`src/rtl/truth_table_sweeper_pkg.sv`:
```
// Shared types and constants for the truth-table sweeper.
package truth_table_sweeper_pkg;

    localparam int N_MINTERMS = 16;
    localparam int IDX_W      = 4;

    typedef enum logic [1:0] {
        IDLE   = 2'd0,
        DRIVE  = 2'd1,
        SAMPLE = 2'd2,
        DONE   = 2'd3
    } sweep_state_t;

    function automatic logic is_last_idx(input logic [IDX_W-1:0] idx);
        return idx == IDX_W'(N_MINTERMS - 1);
    endfunction

endpackage

```
`src/rtl/truth_table_sweeper_sync2.sv`:
```
// Two-flop synchronizer for the returned function output; clears to 0 in reset.
module sync2 (
    input  logic clk,
    input  logic rst,
    input  logic i_d,
    output logic o_q
);

    logic r_meta;
    logic r_sync;

    always_ff @(posedge clk or posedge rst) begin
        if (rst) begin
            r_meta <= 1'b0;
            r_sync <= 1'b0;
        end else begin
            r_meta <= i_d;
            r_sync <= r_meta;
        end
    end

    assign o_q = r_sync;

endmodule

```
`src/rtl/truth_table_sweeper.sv`:
```
// Sweeps all 16 minterms into a mux stage and compares the returned value with an expected table.
// Optional build macro SWEEPER_STOP_ON_FAIL_EN ends the sweep at the first mismatch.
//
//   state  | meaning
//   IDLE   | waiting for start after reset, g high
//   DRIVE  | minterm index driven, g low, settle counter running
//   SAMPLE | synchronized res captured and compared for one cycle
//   DONE   | results held, done high, waiting for the next start
module truth_table_sweeper
    import truth_table_sweeper_pkg::*;
#(
    parameter int SETTLE_CYCLES = 4
) (
    input  logic                  clk,
    input  logic                  rst,
    input  logic                  start,
    input  logic [N_MINTERMS-1:0] expected,
    input  logic                  res,
    output logic                  x,
    output logic                  y,
    output logic                  z,
    output logic                  w,
    output logic                  g,
    output logic                  busy,
    output logic                  done,
    output logic                  pass,
    output logic [N_MINTERMS-1:0] captured,
    output logic [IDX_W-1:0]      fail_idx,
    output logic                  fail_valid
);

    // Counter reloads to SETTLE_CYCLES-1 so the terminal count lands on the last DRIVE cycle.
    localparam logic [3:0] SETTLE_LOAD = 4'(SETTLE_CYCLES - 1);

    sweep_state_t          r_state;
    sweep_state_t          w_state_next;
    logic [IDX_W-1:0]      r_idx;
    logic [3:0]            r_settle;
    logic [N_MINTERMS-1:0] r_expected;
    logic [N_MINTERMS-1:0] r_captured;
    logic [IDX_W-1:0]      r_fail_idx;
    logic                  r_fail_valid;
    logic                  w_res_s;
    logic                  w_settled;
    logic                  w_mismatch;
    logic                  w_last;

    sync2 u_sync2 (
        .clk (clk),
        .rst (rst),
        .i_d (res),
        .o_q (w_res_s)
    );

    assign w_settled  = (r_settle == 4'd0);
    assign w_last     = is_last_idx(r_idx);
    assign w_mismatch = (r_state == SAMPLE) && (w_res_s != r_expected[r_idx]);

    always_ff @(posedge clk or posedge rst) begin
        if (rst) begin
            r_state <= IDLE;
        end else begin
            r_state <= w_state_next;
        end
    end

    always_comb begin
        w_state_next = r_state;
        case (r_state)
            IDLE, DONE: begin
                if (start) begin
                    w_state_next = DRIVE;
                end
            end
            DRIVE: begin
                if (w_settled) begin
                    w_state_next = SAMPLE;
                end
            end
            SAMPLE: begin
`ifdef SWEEPER_STOP_ON_FAIL_EN
                if (w_last || w_mismatch) begin
                    w_state_next = DONE;
                end else begin
                    w_state_next = DRIVE;
                end
`else
                if (w_last) begin
                    w_state_next = DONE;
                end else begin
                    w_state_next = DRIVE;
                end
`endif
            end
            default: begin
                w_state_next = IDLE;
            end
        endcase
    end

    always_ff @(posedge clk or posedge rst) begin
        if (rst) begin
            r_idx        <= '0;
            r_settle     <= '0;
            r_expected   <= '0;
            r_captured   <= '0;
            r_fail_idx   <= '0;
            r_fail_valid <= 1'b0;
        end else begin
            case (r_state)
                IDLE, DONE: begin
                    if (start) begin
                        r_expected   <= expected;
                        r_captured   <= '0;
                        r_fail_idx   <= '0;
                        r_fail_valid <= 1'b0;
                        r_idx        <= '0;
                        r_settle     <= SETTLE_LOAD;
                    end
                end
                DRIVE: begin
                    if (!w_settled) begin
                        r_settle <= r_settle - 4'd1;
                    end
                end
                SAMPLE: begin
                    r_captured[r_idx] <= w_res_s;
                    if (w_mismatch && !r_fail_valid) begin
                        r_fail_idx   <= r_idx;
                        r_fail_valid <= 1'b1;
                    end
                    if (w_state_next == DRIVE) begin
                        r_idx    <= r_idx + 1'b1;
                        r_settle <= SETTLE_LOAD;
                    end
                end
                default: begin
                end
            endcase
        end
    end

    // Outputs decode straight from registers so reset reaches them without a clock edge.
    assign {x, y, z, w} = r_idx;
    assign busy         = (r_state == DRIVE) || (r_state == SAMPLE);
    assign g            = ~busy;
    assign done         = (r_state == DONE);
    assign pass         = done && !r_fail_valid;
    assign captured     = r_captured;
    assign fail_idx     = r_fail_idx;
    assign fail_valid   = r_fail_valid;

endmodule

```
`config.mk`:
```
export PLATFORM = sky130hd
export DESIGN_NAME = truth_table_sweeper
export DESIGN_NICKNAME = d
export VERILOG_FILES = /design/src/rtl/truth_table_sweeper_pkg.sv /design/src/rtl/truth_table_sweeper_sync2.sv /design/src/rtl/truth_table_sweeper.sv
export SDC_FILE = /design/constraint.sdc
export NUM_CORES = 1
export LEC_CHECK = 0
export ABC_AREA = 1
export CORE_MARGIN = 8
export CORE_UTILIZATION = 58
export CTS_BUF_LIST = sky130_fd_sc_hd__clkbuf_8
export CTS_CLUSTER_SIZE = 10
export DETAILED_ROUTE_END_ITERATION = 6
export PLACE_DENSITY = 0.88
export SLEW_MARGIN = 20
export SYNTH_ARGS = -nofsm -noshare
export SYNTH_HDL_FRONTEND = slang
export SYNTH_HIERARCHICAL = 1
export SYNTH_SLANG_ARGS = --single-unit
```
`constraint.sdc`:
```
create_clock -name clk -period 2.6 [get_ports clk]
set_input_delay 0.39 -clock clk [delete_from_list [all_inputs] [get_ports clk]]
set_output_delay 0.39 -clock clk [all_outputs]
set_load 0.05 [all_outputs]
```
==> impl_metrics.csv <==
group,metric,value,unit
worst_setup_path,crit_start,"r_state[0]$_DFF_PP0_",
global_route,overflow,0,
logic_synthesis,yosysWarnings,6,
timing,rsz0062_at_grt,"no",
timing,finalCritPeriodShare,95.2,%
drt,drcViolationCount,0,
worst_setup_path,cp-start-kind,"flip-flop",
logic_synthesis,synth_top_area_share,49.1,%
timing,slew_viol_final,0,
clock_network,cts_hold_buf,0,
power,p_leak,1.49,nW
worst_setup_path,ff2ff_setup_slack,0.46,ns
placement,hpwl,4220,µm
logic_synthesis,yosysTopAreaCell,"dfrtp_1",
clock_network,clk_pin_slew,0.08,ns
floorplan,num_rows,24,
placement,port-buffer-count,48,
logic_synthesis,ys_seq_area_share,49.1,%
logic_synthesis,synth.net_count,344,
power,total_power,3.24,mW
logic_synthesis,synth_commonest_cells,"98 x nand2_1, 49 x dfrtp_1, 49 x inv_1",
drt,vias,2207,
global_route,track_usage,19.1,%
clock_network,htreeDepth,2,
power,power_density,1040,nW/µm²
global_route,grt_pass1_vias,2296,
floorplan,fp.dieArea,6660,µm²
logic_synthesis,synth_cell_types,28,
logic_synthesis,synth_most_common_cell,"nand2_1",
logic_synthesis,async_flop_share,100,%
clock_network,clkLatencyLatePin,0.30,ns
worst_setup_path,cp.arrival,2.08,ns
clock_network,cts_tree,"built",
drt,wl_per_cell,13.9,µm
clock_network,root_buffer,"clkbuf_8",
worst_setup_path,crit_fanout,5,
job,drv_cap,0,
worst_setup_path,worstSetupPathType,"flip-flop to output pin",
timing,max_freq,0.404,GHz
worst_setup_path,r2r_cells,10,
placement,gp_congestion,0.817,
worst_hold_path,hold_path_class,"primary input to async pin",
global_route,grt_pass1_wl,10100,µm
layout,utilization,73.3,%
timing,fin_crit,2.47,ns
floorplan,core_area,4260,µm²
floorplan,pin_count,49,
floorplan,start_util,58.6,%
logic_synthesis,yosys-top-cells-area,"dfrtp_1 49%, nand2_1 15%, inv_1 7.4%",
logic_synthesis,synth.avg_cell_area,7.91,µm²
worst_setup_path,required,2.21,ns
layout,drive_above_1_share,7.12,%
logic_synthesis,synth-seq-cells,49,
timing,finalHoldViolations,0,
timing,slew_headroom,48.3,%
worst_setup_path,critPathSlowestCell,"clkdlybuf4s50_1",
drt,wirelength,5790,µm
worst_setup_path,path_buf_inv,3,
clock_network,cts.sinks,49,
logic_synthesis,synth_edf_count,0,
layout,area_growth,25.0,%
status,status,"complete, no violations",
logic_synthesis,postSynthCellCount,316,
drt,antenna_left,0,
worst_setup_path,critical-path-top-delay-family,"buffers and inverters",
logic_synthesis,synthesis.area,2500,µm²
worst_setup_path,path_cells,"inv_1, ha_1, inv_2, clkdlybuf4s50_1",
drt,drtIter0Drc,207,
timing,worst_pin_slew,0.771,ns
worst_setup_path,end_kind,"output pin",
floorplan,die_h,81.6,µm
clock_network,post_cts_resized,0,
clock_network,clk_path_buf_depth,2,
global_route,antenna_found_initial,0,
worst_setup_path,endpoint,"busy",
worst_setup_path,critPathMaxStageDelay,0.81,ns
timing,fin_skew,0.00890,ns
layout,fin_nets,392,
worst_setup_path,reg2reg_to,"r_settle[0]$_DFFE_PP0P_",
timing,tns,0,ns
logic_synthesis,synth-main-ff-cell,"dfrtp_1",
global_route,grt_max_degree,33,
layout,antennaDiodeCount,0,
floorplan,die_w,81.6,µm
worst_setup_path,crit_cells,4,
power,peakVddDrop,624,µV
drt,first_pass_iters,5,
drt,vias_per_cell,5.29,
clock_network,postCtsSetupBuffers,0,
clock_network,cts_buffers,5,
worst_setup_path,rr_startpoint,"r_state[0]$_DFF_PP0_",
timing,finalSetupViolations,0,
## metal layers
metal  vias up  global-route usage [%]  part of all wire (%)
met3         5                    5.14                   7.0
met5         -                       0                     0
met4         0                    5.44                  0.92
li1       1084                       -                     -
met2        76                    34.0                    51
met1      1042                    22.0                    41
## per-stage QoR
| stage | setup WS [ns] | cell area (µm²) | hold slack, ns | instances |
|---|---|---|---|---|
| after floorplan | 0.361 | 2500 | 0.131 | 316 |
| after global placement | 0.503 | 3030 | 0.334 | 409 |
| after detailed placement | 0.370 | 3030 | 0.351 | 409 |
| after CTS | 0.125 | 3120 | 0.260 | 417 |
| after global routing | 0.0502 | 3120 | 0.290 | 417 |
| final | 0.125 | 3120 | 0.268 | 417 |
## report_power, final
part | internal, mW | leakage, nW | switching (mW)
Combinational | 0.568 | 0.792 | 1.16
Clock | 0.216 | 0.0512 | 0.255
Sequential | 0.950 | 0.644 | 0.0946
## layout by cell type, fill, tap and decap left out, types with 2 or more instances in the layout
cell type / count
a21oi_1: 15
buf_4: 2
clkbuf_8: 6
clkdlybuf4s50_1: 48
dfrtp_1: 49
ha_1: 8
inv_1: 48
inv_2: 5
nand2_1: 98
nand2_2: 4
nand3_1: 15
nor2_1: 8
o21ai_0: 22
o21ai_1: 9
o22ai_1: 12
xor2_1: 2
## flip-flops by register name, indices dropped and copies added (netlist names)
name,flops
r_expected,16
fail_valid,1
u_sync2/o_q,1
r_idx,4
r_settle,4
captured,16
u_sync2/r_meta,1
fail_idx,4
r_state,2
## worst min path at each step
stage	cells past startpoint	slack, ns	from	end
floorplan	1	0.13	rst	u_sync2/o_q$_DFF_PP0_
global placement	0	0.33	u_sync2/r_meta$_DFF_PP0_	u_sync2/o_q$_DFF_PP0_
detailed placement	0	0.35	u_sync2/r_meta$_DFF_PP0_	u_sync2/o_q$_DFF_PP0_
CTS	2	0.26	rst	u_sync2/o_q$_DFF_PP0_
global route	2	0.29	rst	u_sync2/o_q$_DFF_PP0_
finish	2	0.27	rst	u_sync2/o_q$_DFF_PP0_
## worst reg2reg max path: cells and delay by family, from the launching register on
kind / cells / cell delay (ns)
AOI/OAI and AO/OA: 2 / 0.43
adders and majority gates: 1 / 0.37
buffers and inverters: 1 / 0.08
DFF: 1 / 0.40
and+or+nand+nor: 6 / 0.74
## logic make-up after synthesis
kind of cell | synth area share [%]
xor gates and xnor gates | 1.05
adders and majority gates | 4.01
DFF | 49.1
AOI/OAI and AO/OA | 13.3
and+or+nand+nor | 22.4
buffers and inverters | 10.2
## cell type report
class,count,area [µm²]
clock buffers,6,82.6
clock inverters,2,13.8
fillers,330,1140
inverters,54,203
multi-input cells,203,1020
flip-flops and latches,49,1230
well taps,52,65.1
repair buffers,51,515
Note: power is estimated with default switching activity, not from simulation.
